[config.mk]
export PLATFORM = sky130hd
export DESIGN_NAME = queen_board_collector_flat
export DESIGN_NICKNAME = d
export VERILOG_FILES = /design/src/rtl/queen_board_collector_pkg.sv /design/src/rtl/queen_board_collector_if.sv /design/src/rtl/queen_board_collector_check.sv /design/src/rtl/queen_board_collector.sv /design/src/flat_wrapper.sv
export SDC_FILE = /design/constraint.sdc
export NUM_CORES = 1
export LEC_CHECK = 0
export ABC_AREA = 1
export CAP_MARGIN = 20
export CORE_UTILIZATION = 50
export DETAILED_ROUTE_END_ITERATION = 6
export MAX_ROUTING_LAYER = met4
export PLACE_DENSITY = 0.72
export SYNTH_ARGS = -nofsm -noshare
export SYNTH_HDL_FRONTEND = slang
export SYNTH_SLANG_ARGS = --single-unit
[constraint.sdc]
create_clock -name clk -period 1.84 [get_ports clk]
set_input_delay 0.368 -clock clk [delete_from_list [all_inputs] [get_ports clk]]
set_output_delay 0.368 -clock clk [all_outputs]
set_load 0.1 [all_outputs]
[src/rtl/queen_board_collector_pkg.sv]
// Shared types for the eight-queen board collector.
// Board dimension, row word type and the collector FSM states.
package queen_pkg;

    localparam int N     = 8;
    localparam int CNT_W = $clog2(N);

    typedef logic [N-1:0] row_t;

    typedef enum logic [1:0] {
        IDLE,
        REQ,
        COLLECT,
        PRESENT
    } state_e;

endpackage

[src/rtl/queen_board_collector_if.sv]
// Solver request/capture and row replay signals of the board collector.
// master = solver/host side, slave = collector.
interface queen_board_collector_if;
    import queen_pkg::*;

    logic             go;
    logic             solver_ready;
    logic             solver_start;
    logic             in_valid;
    row_t             in_row;
    logic             busy;
    logic             board_ok;
    logic             out_valid;
    logic             out_ready;
    row_t             out_row;
    logic [CNT_W-1:0] out_idx;

    modport master (
        output go, solver_ready, in_valid, in_row, out_ready,
        input  solver_start, busy, board_ok, out_valid, out_row, out_idx
    );

    modport slave (
        input  go, solver_ready, in_valid, in_row, out_ready,
        output solver_start, busy, board_ok, out_valid, out_row, out_idx
    );

endinterface

[src/rtl/queen_board_collector_check.sv]
// Incremental one-hot / column / diagonal conflict checker.
// err includes the row being accepted this cycle.
module queen_conflict_check
    import queen_pkg::*;
(
    input  logic clk,
    input  logic user_reset,
    input  logic clear,
    input  logic accept,
    input  row_t row,
    output logic err
);

    row_t col_q;
    row_t diag_l_q;
    row_t diag_r_q;
    logic err_q;
    logic onehot;
    logic bad;

    assign onehot = (row != '0) && ((row & (row - 1'b1)) == '0);
    assign bad    = !onehot || ((row & (col_q | diag_l_q | diag_r_q)) != '0);
    assign err    = err_q | (accept & bad);

    always_ff @(posedge clk) begin
        if (user_reset || clear) begin
            col_q    <= '0;
            diag_l_q <= '0;
            diag_r_q <= '0;
            err_q    <= 1'b0;
        end else if (accept) begin
            col_q    <= col_q | row;
            diag_l_q <= (diag_l_q | row) << 1;
            diag_r_q <= (diag_r_q | row) >> 1;
            err_q    <= err_q | bad;
        end
    end

endmodule

[src/rtl/queen_board_collector.sv]
// Captures one solved board from the solver and replays it row by row.
// Define QUEEN_CHECK_EN to build the conflict checker and board verdict.
module queen_board_collector
    import queen_pkg::*;
(
    input  logic                    clk,
    input  logic                    user_reset,
    queen_board_collector_if.slave  bus
);

    localparam logic [CNT_W-1:0] LAST = CNT_W'(N - 1);

    state_e           state_q;
    logic             start_q;
    logic             ok_q;
    logic             ovalid_q;
    row_t             orow_q;
    logic [CNT_W-1:0] idx_q;
    logic [CNT_W-1:0] wr_q;
    logic [CNT_W-1:0] rd_q;
    row_t             mem_q [N];

    logic             clear;
    logic             accept;
    logic             xfer;
    logic [CNT_W-1:0] rd_d;

    assign clear  = (state_q == IDLE) && bus.go;
    assign accept = (state_q == COLLECT) && bus.in_valid;
    assign xfer   = ovalid_q && bus.out_ready;
    assign rd_d   = rd_q + 1'b1;

`ifdef QUEEN_CHECK_EN
    logic err;

    queen_conflict_check u_check (
        .clk        (clk),
        .user_reset (user_reset),
        .clear      (clear),
        .accept     (accept),
        .row        (bus.in_row),
        .err        (err)
    );
`endif

    always_ff @(posedge clk) begin
        if (user_reset) begin
            state_q  <= IDLE;
            start_q  <= 1'b0;
            ok_q     <= 1'b0;
            ovalid_q <= 1'b0;
            orow_q   <= '0;
            idx_q    <= '0;
            wr_q     <= '0;
            rd_q     <= '0;
            for (int i = 0; i < N; i++) mem_q[i] <= '0;
        end else begin
            case (state_q)
                IDLE: begin
                    if (bus.go) begin
                        state_q <= REQ;
                        wr_q    <= '0;
                        ok_q    <= 1'b0;
                    end
                end
                REQ: begin
                    if (bus.solver_ready) begin
                        start_q <= 1'b1;
                        state_q <= COLLECT;
                    end
                end
                COLLECT: begin
                    start_q <= 1'b0;
                    if (bus.in_valid) begin
                        mem_q[wr_q] <= bus.in_row;
                        wr_q        <= wr_q + 1'b1;
                        if (wr_q == LAST) begin
                            state_q  <= PRESENT;
`ifdef QUEEN_CHECK_EN
                            ok_q     <= ~err;
`else
                            ok_q     <= 1'b1;
`endif
                            rd_q     <= '0;
                            ovalid_q <= 1'b1;
                            orow_q   <= mem_q[0];
                            idx_q    <= '0;
                        end
                    end
                end
                PRESENT: begin
                    if (xfer) begin
                        rd_q <= rd_d;
                        if (rd_q == LAST) begin
                            ovalid_q <= 1'b0;
                            state_q  <= IDLE;
`ifndef QUEEN_CHECK_EN
                            ok_q     <= 1'b0;
`endif
                        end else begin
                            orow_q <= mem_q[rd_d];
                            idx_q  <= rd_d;
                        end
                    end
                end
                default: state_q <= IDLE;
            endcase
        end
    end

    assign bus.solver_start = start_q;
    assign bus.busy         = (state_q != IDLE);
    assign bus.board_ok     = ok_q;
    assign bus.out_valid    = ovalid_q;
    assign bus.out_row      = orow_q;
    assign bus.out_idx      = idx_q;

endmodule

[src/flat_wrapper.sv]
// flat-port wrapper written by rule: the top's interface ports become plain ports
module queen_board_collector_flat import queen_pkg::*;
  (clk, user_reset, bus_go, bus_solver_ready, bus_in_valid, bus_in_row, bus_out_ready, bus_solver_start, bus_busy, bus_board_ok, bus_out_valid, bus_out_row, bus_out_idx);
  queen_board_collector_if bus_i ();
  input  logic clk;
  input  logic user_reset;
  input wire logic [$bits(bus_i.go)-1:0] bus_go;
  input wire logic [$bits(bus_i.solver_ready)-1:0] bus_solver_ready;
  input wire logic [$bits(bus_i.in_valid)-1:0] bus_in_valid;
  input wire logic [$bits(bus_i.in_row)-1:0] bus_in_row;
  input wire logic [$bits(bus_i.out_ready)-1:0] bus_out_ready;
  output wire logic [$bits(bus_i.solver_start)-1:0] bus_solver_start;
  output wire logic [$bits(bus_i.busy)-1:0] bus_busy;
  output wire logic [$bits(bus_i.board_ok)-1:0] bus_board_ok;
  output wire logic [$bits(bus_i.out_valid)-1:0] bus_out_valid;
  output wire logic [$bits(bus_i.out_row)-1:0] bus_out_row;
  output wire logic [$bits(bus_i.out_idx)-1:0] bus_out_idx;
  assign bus_i.go = bus_go;
  assign bus_i.solver_ready = bus_solver_ready;
  assign bus_i.in_valid = bus_in_valid;
  assign bus_i.in_row = bus_in_row;
  assign bus_i.out_ready = bus_out_ready;
  assign bus_solver_start = bus_i.solver_start;
  assign bus_busy = bus_i.busy;
  assign bus_board_ok = bus_i.board_ok;
  assign bus_out_valid = bus_i.out_valid;
  assign bus_out_row = bus_i.out_row;
  assign bus_out_idx = bus_i.out_idx;
  queen_board_collector u_core (.clk(clk), .user_reset(user_reset), .bus(bus_i));
endmodule
==> impl_results.md, run 1 <==
- Critical path required time: 2.09 ns
- Area leader, netlist: edfxtp_1
- Crit path buffers/inverters: 3
- Unrepaired setup endpoints after global routing: yes
- Worst reg-to-reg setup slack: 0.11 ns
- FMAX: 0.5780 GHz
- Placer Congestion: 0.9228
- Unique masters post-synth: 26
- Grt ovf: 0
- Sequential fraction of design power: 36.9%
- ANT cells: 0
- Switch Pwr: 2.501 mW
- Worst-Margin Slew: 0.5513 ns
- Sequential area share after synthesis: 55.74%
- Fillers: 655
- Peak VDD IR: 0.4385 mV
- Avg Cell Area, Syn: 8.342 sq um
- Clock Pin Slew Worst Setup and Hold Paths: 0.09 ns
- Cells along the critical path: ha_1, buf_4, nand2_1, nand2_1, nor2_4, buf_4, buf_4, o21ai_1, nor2_1
- Syn Inst Count: 508
- CTS Sinks: 86
- Final #Nets: 582
- Combinational Power Share: 38.7%
- Final worst slack: 0.1100 ns
- CP Capture Type: register
- IO Port Bufs: 28
- Most frequent CP cell: buf_4
- Max clock buf depth: 2
- Status: completed
- Core area: 0.008217 sq mm
- Initial antenna violation count: 0
- Die width: 94.07 um
- CP max stage delay: 0.46 ns
- Vias in the first global route: 3382
- Hold buffer count at cts: 0
- DRT antenna net count: 0
- Drt first pass iters: 5
- Rows: 33
- Largest net degree at the start of global routing: 34
- Die H: 94.07 um
- Worst Hold Class: register to register
- Final setup TNS: 0 ns
- Final Hold Fails: 0
- DP Cell Count: 647
- Clk Latency, worst-skew pair: 0.35 ns
- Yosys top cell area share: 45.35%
- Fin Clk Skew: 0.01220 ns
- Final non-filler cell total: 666
- Slew headroom: 63.20%
- Power Total: 6.486 mW
- Worst Setup Path Type: register to register
- Initial DRC Count: 292
- First-pass GRT wire length: 15980 um
- Starting Density: 51.58%
- Total Routing Usage GR: 25.49%
- Yosys warnings: 0
- Final period utilization: 94.02%
- Worst Path Max Fanout: 6
- Startpoint Class: register
- CTS H-tree lvls: 3
- Fin crit period: 1.730 ns
- WHS: 0.4934 ns
- CP max-delay cell: dfxtp_1
- CTS buffer count: 9
- Vias: 3456
- Top cells by area, synth: edfxtp_1, dfxtp_1, nand2_1
- Wire per inst: 15.15 um
- Setup Viol. Count Final: 0
- Largest delay contributor family on the critical path: flip-flops
- Vias per cell: 5.189
- Mapped cell area: 0.004238 sq mm
- Final Core Density: 63.71%
- DRC viols: 0
- Max Transition Viols Final: 0
- WL final: 10090 um
- Synth Register Bits: 86
- Die ar.: 0.008848 sq mm
- Clk network pwr share: 24.4%
- Final instance area: 0.005235 sq mm
- Root Buffer: clkbuf_8
- Syn_nets: 534
- Top-Level Pins: 29
- Crit path DAT: 1.98 ns
- Leak Pwr: 2.337 nW
- Final HPWL DP: 6963 um
- DP Worst Slack: -0.06084 ns
- Switching part of the total: 38.56%
- Placed Area: 0.004955 sq mm
- Layout cells sized above 1: 13.37%
- CTS tree: built
- PD cells: 1239 mW/mm^2
- Pint: 3.985 mW
- Syn-to-layout area delta: 23.53%
- Total of max-cap violations: 0
==> power groups by stage <==
stage	sequential, mW	clock (mW)	combinational [mW]
2_1_floorplan	2.82	0	1.28
3_3_place_gp	2.42	0	2.39
3_5_place_dp	2.44	0	2.42
4_1_cts	2.39	1.59	2.45
5_1_grt	2.41	1.68	2.72
6_report	2.39	1.58	2.51
==> cell type report <==
class | count | area (sq um) | area share (%)
Multi-Input combinational cell | 330 | 1539 | 29.40
Inverter | 75 | 287.8 | 5.497
Clock inverter | 5 | 106.4 | 2.032
Timing Repair Buffer | 54 | 675.6 | 12.91
Tap cell | 105 | 131.4 | 2.510
Clock buffer | 11 | 131.4 | 2.510
Sequential cell | 86 | 2364 | 45.15
==> placed cells by master (no fill, tap or decap), drive strengths merged <==
cell,netlist,final
nand2,114,114
nor2,104,104
inv,75,75
edfxtp,64,64
nand3,56,56
buf,7,40
dfxtp,22,22
o21ai,19,19
a21oi,17,17
clkdlybuf4s50,0,13
ha,12,12
clkbuf,10,12
bufinv,0,3
or2,3,3
clkinvlp,0,2
nor3,2,2
nand4,1,1
o211ai,1,1
a211oi,1,1
==> cell usage after synthesis <==
cell / n
nand2_1: 113
nor2_1: 103
inv_1: 72
edfxtp_1: 64
nand3_1: 55
dfxtp_1: 22
a21oi_1: 17
ha_1: 12
o21ai_1: 11
clkbuf_1: 10
o21ai_0: 7
buf_2: 4
buf_6: 2
inv_2: 2
nor3_1: 2
or2_2: 2
a211oi_1: 1
buf_4: 1
inv_4: 1
nand2_2: 1
nand3_2: 1
nand4_2: 1
nor2_4: 1
o211ai_1: 1
o21ai_2: 1
or2_1: 1
==> final timing paths <==
check / end / cells after the start / start
worst min register to register: u_core.rd_q[2] / 2 / u_core.rd_q[2]
worst max-delay path: u_core.bus.out_idx[0] / 9 / u_core.state_q[1]
worst max register to register: u_core.bus.out_idx[0] / 9 / u_core.state_q[1]
worst min-delay path: u_core.rd_q[2] / 2 / u_core.rd_q[2]
==> worst register-to-register path, stage by stage, from the launching register on <==
cell	delay, ns
dfxtp_1	0.46
ha_1	0.24
buf_4	0.15
nand2_1	0.13
nand2_1	0.17
nor2_4	0.04
buf_4	0.15
buf_4	0.13
o21ai_1	0.12
nor2_1	0.05
==> kinds of logic after synthesis <==
kind of cell,count (synthesis),share of synthesized area (%)
simple gates,280,27.25
buf+inv,92,8.769
flops,86,55.74
compound gates,38,4.694
fa+ha+maj,12,3.543
==> metal layers <==
layer | routed length (um) | part of all wire [%] | vias up | global-route usage, %
met5 | 0 | 0 | - | -
met3 | 666 | 6.6 | 24 | 5.825
met4 | 236 | 2.3 | 0 | 11.28
li1 | - | - | 1706 | -
met1 | 4383 | 43 | 1596 | 31.90
met2 | 4804 | 48 | 130 | 39.66
==> registers in the layout, summed over array words and instances, names as in the netlist <==
signal and cells:
u_core.mem_q 64, u_core.bus.out_row 8, u_core.bus.out_idx 3, u_core.rd_q 3, u_core.wr_q 3, u_core.state_q 2, u_core.bus.board_ok 1, u_core.bus.out_valid 1
u_core.bus.solver_start 1
==> repair_timing <==
item,CTS,global route
buffers inserted,0,3
resized for setup,0,7
endpoints found under the setup margin,0,29
No activity file was read; power rests on OpenSTA's default activity.
==> run 2: changes to the inputs <==
--- a/config.mk
+++ b/config.mk
@@ -7,10 +7,10 @@
 export LEC_CHECK = 0
 export ABC_AREA = 1
 export CAP_MARGIN = 20
-export CORE_UTILIZATION = 50
+export CORE_UTILIZATION = 53
 export DETAILED_ROUTE_END_ITERATION = 6
 export MAX_ROUTING_LAYER = met4
-export PLACE_DENSITY = 0.72
+export PLACE_DENSITY = 0.76
 export SYNTH_ARGS = -nofsm -noshare
 export SYNTH_HDL_FRONTEND = slang
 export SYNTH_SLANG_ARGS = --single-unit
==> run 2 against run 1 <==
  * Clock power is 13% lower
  * Design area is 0.81% lower
  * Die area down 5.5%
  * Utilization increased by 3.5 points
  * Cell count is 0.90% lower
  * Critical path depth decreased by 2
  * Clock-buffer cell count increased by 2
  * Register-to-register slack about the same
  * Sequential share of layout area is 0.44 points higher
  * Power shrank 3.3%
  * Non-clock buffer count is 4 lower
  * Worst setup slack better by 0.0061 ns
==> impl_results.md, run 2 (synthesis results as in run 1) <==
- Status: completed
- Fin Clk Skew: 0.01275 ns
- Fin crit period: 1.724 ns
- Final non-filler cell total: 660
- Rows: 32
- CP Capture Type: register
- Worst Path Max Fanout: 8
- Power Total: 6.273 mW
- Initial antenna violation count: 0
- Setup Viol. Count Final: 0
- Clk network pwr share: 21.9%
- Worst Setup Path Type: register to register
- Hold buffer count at cts: 0
- RR Startpoint: u_core.state_q[0]
- Wire per inst: 15.00 um
- Slew headroom: 63.91%
- Placed Area: 0.004923 sq mm
- Leak Pwr: 2.306 nW
- WL met2: 4644 um
- Sequential fraction of design power: 38.1%
- ANT cells: 0
- DR top layer: met4
- Core area: 0.007727 sq mm
- Final Hold Fails: 0
- Switch Pwr: 2.495 mW
- FMAX: 0.5801 GHz
- WL final: 9899 um
- Total Routing Usage GR: 25.86%
- Area occupied by multi-input gates: 0.001564 sq mm
- Clock Pin Slew Worst Setup and Hold Paths: 0.08 ns
- Layout cells sized above 1: 13.62%
- CTS H-tree lvls: 3
- M1 WL: 4197 um
- Largest net degree at the start of global routing: 34
- Switching part of the total: 39.78%
- Crit path DAT: 1.76 ns
- Register area: 0.002367 sq mm
- DP Cell Count: 642
- DRT antenna net count: 0
- IO Port Bufs: 28
- Worst-Margin Slew: 0.5406 ns
- Starting Density: 54.84%
- Die ar.: 0.008358 sq mm
- Top-Level Pins: 29
- CTS Sinks: 86
- Initial DRC Count: 331
- Max clock buf depth: 2
- Clk Latency, worst-skew pair: 0.36 ns
- Fillers: 597
- Min-delay src: u_core.bus.solver_start
- Final period utilization: 93.69%
- PD cells: 1208 mW/mm^2
- Die H: 91.42 um
- CTS tree: built
- Worst Hold Class: register to register
- Syn-to-layout area delta: 22.53%
- Startpoint Class: register
- Vias per cell: 5.285
- Final instance area: 0.005192 sq mm
- Metal3 WL: 751 um
- Pint: 3.778 mW
- Die width: 91.42 um
- Final #Nets: 579
- First-pass GRT wire length: 15790 um
- Critical path required time: 1.87 ns
- Commonest non-fill, non-tap cells in the layout: nand2_1, nor2_1, inv_1
- Vias in the first global route: 3271
- Largest reg by FF count: u_core.mem_q
- CTS buffer count: 9
- Final setup TNS: 0 ns
- Drt first pass iters: 6
- Largest register FFs: 64
- DRC viols: 0
- Commonest non-fill, non-tap cell in the layout: nand2_1
- Worst setup path startpoint: u_core.state_q[0]
- Grt ovf: 0
- Vias: 3488
- Max Transition Viols Final: 0
- Total of max-cap violations: 0
- Combinational Power Share: 40.1%
- Peak VDD IR: 0.6456 mV
- Placer Congestion: 0.9310
- Root Buffer: clkbuf_8
- Final HPWL DP: 6783 um
run 2: cell count changes in the layout (fill, tap and decap cells not counted), sizes merged:
cell    previous run  this run
buf               40        37
clkbuf            12        13
nor2             104       105
clkinv             0         1
bufinv             3         0
run 2: what timing repair did:
| item | in CTS | in global routing |
|---|---|---|
| buffers inserted | 0 | 1 |
| endpoints found under the hold margin | 0 | 0 |
| resized for setup | 0 | 12 |
| setup endpoints to repair | 0 | 37 |
run 2: through the flow:
step | setup slack, ns | utilization [%] | hold slack [ns]
after floorplan | 0.01185 | - | 0.4371
after global placement | -0.03942 | 63.71 | 0.4622
after detailed placement | -0.06202 | 63.71 | 0.4753
after CTS | 0.08540 | 66.47 | 0.4903
after global routing | -0.0005338 | 67.20 | 0.5132
final | 0.1161 | 67.20 | 0.4872
run 2: area by class of cell:
| cell class | count | area share (%) |
|---|---|---|
| flip-flops and latches | 86 | 45.59 |
| multi-input cells | 331 | 30.12 |
| repair buffers | 50 | 12.19 |
| inverters | 75 | 5.542 |
| clock buffers | 13 | 3.687 |
| well taps | 102 | 2.458 |
| clock inverters | 3 | 0.4096 |
run 2: power by group through the flow:
| stage | Sequential [mW] | Combinational, mW | Clock (mW) |
|---|---|---|---|
| finish | 2.39 | 2.51 | 1.37 |
| global route | 2.41 | 2.72 | 1.45 |
| CTS | 2.38 | 2.44 | 1.37 |
| detailed placement | 2.43 | 2.43 | 0 |
| global placement | 2.42 | 2.37 | 0 |
| floorplan | 2.82 | 1.28 | 0 |
run 2: final timing paths:
check	endpoint	slack, ns	cells past startpoint
worst max-delay path	u_core.mem_q[5][0]	0.12	7
worst min-delay path	u_core.bus.solver_start	0.49	2
worst max register to register	u_core.mem_q[5][0]	0.12	7
worst min register to register	u_core.bus.solver_start	0.49	2
run 2: critical path, cell delays in order (launching register included):
cell and delay, ns:
dfxtp_4 0.37, inv_2 0.10, ha_1 0.20, nand3_1 0.13, nor2_1 0.13, buf_4 0.15
nand2_1 0.07, nand2_1 0.26
run 2: per-layer routing:
metal / vias up / track usage [%]
met5: - / -
li1: 1708 / -
met4: 0 / 12.43
met1: 1597 / 33.00
met2: 144 / 38.97
met3: 39 / 6.030
==> run 3: changes to the inputs <==
--- a/config.mk
+++ b/config.mk
@@ -8,6 +8,7 @@
 export ABC_AREA = 1
 export CAP_MARGIN = 20
 export CORE_UTILIZATION = 53
+export CTS_CLUSTER_DIAMETER = 80
 export DETAILED_ROUTE_END_ITERATION = 6
 export MAX_ROUTING_LAYER = met4
 export PLACE_DENSITY = 0.76
==> results of run 3 <==
No change in the layout: final DEF, timing and power equal those of run 2.
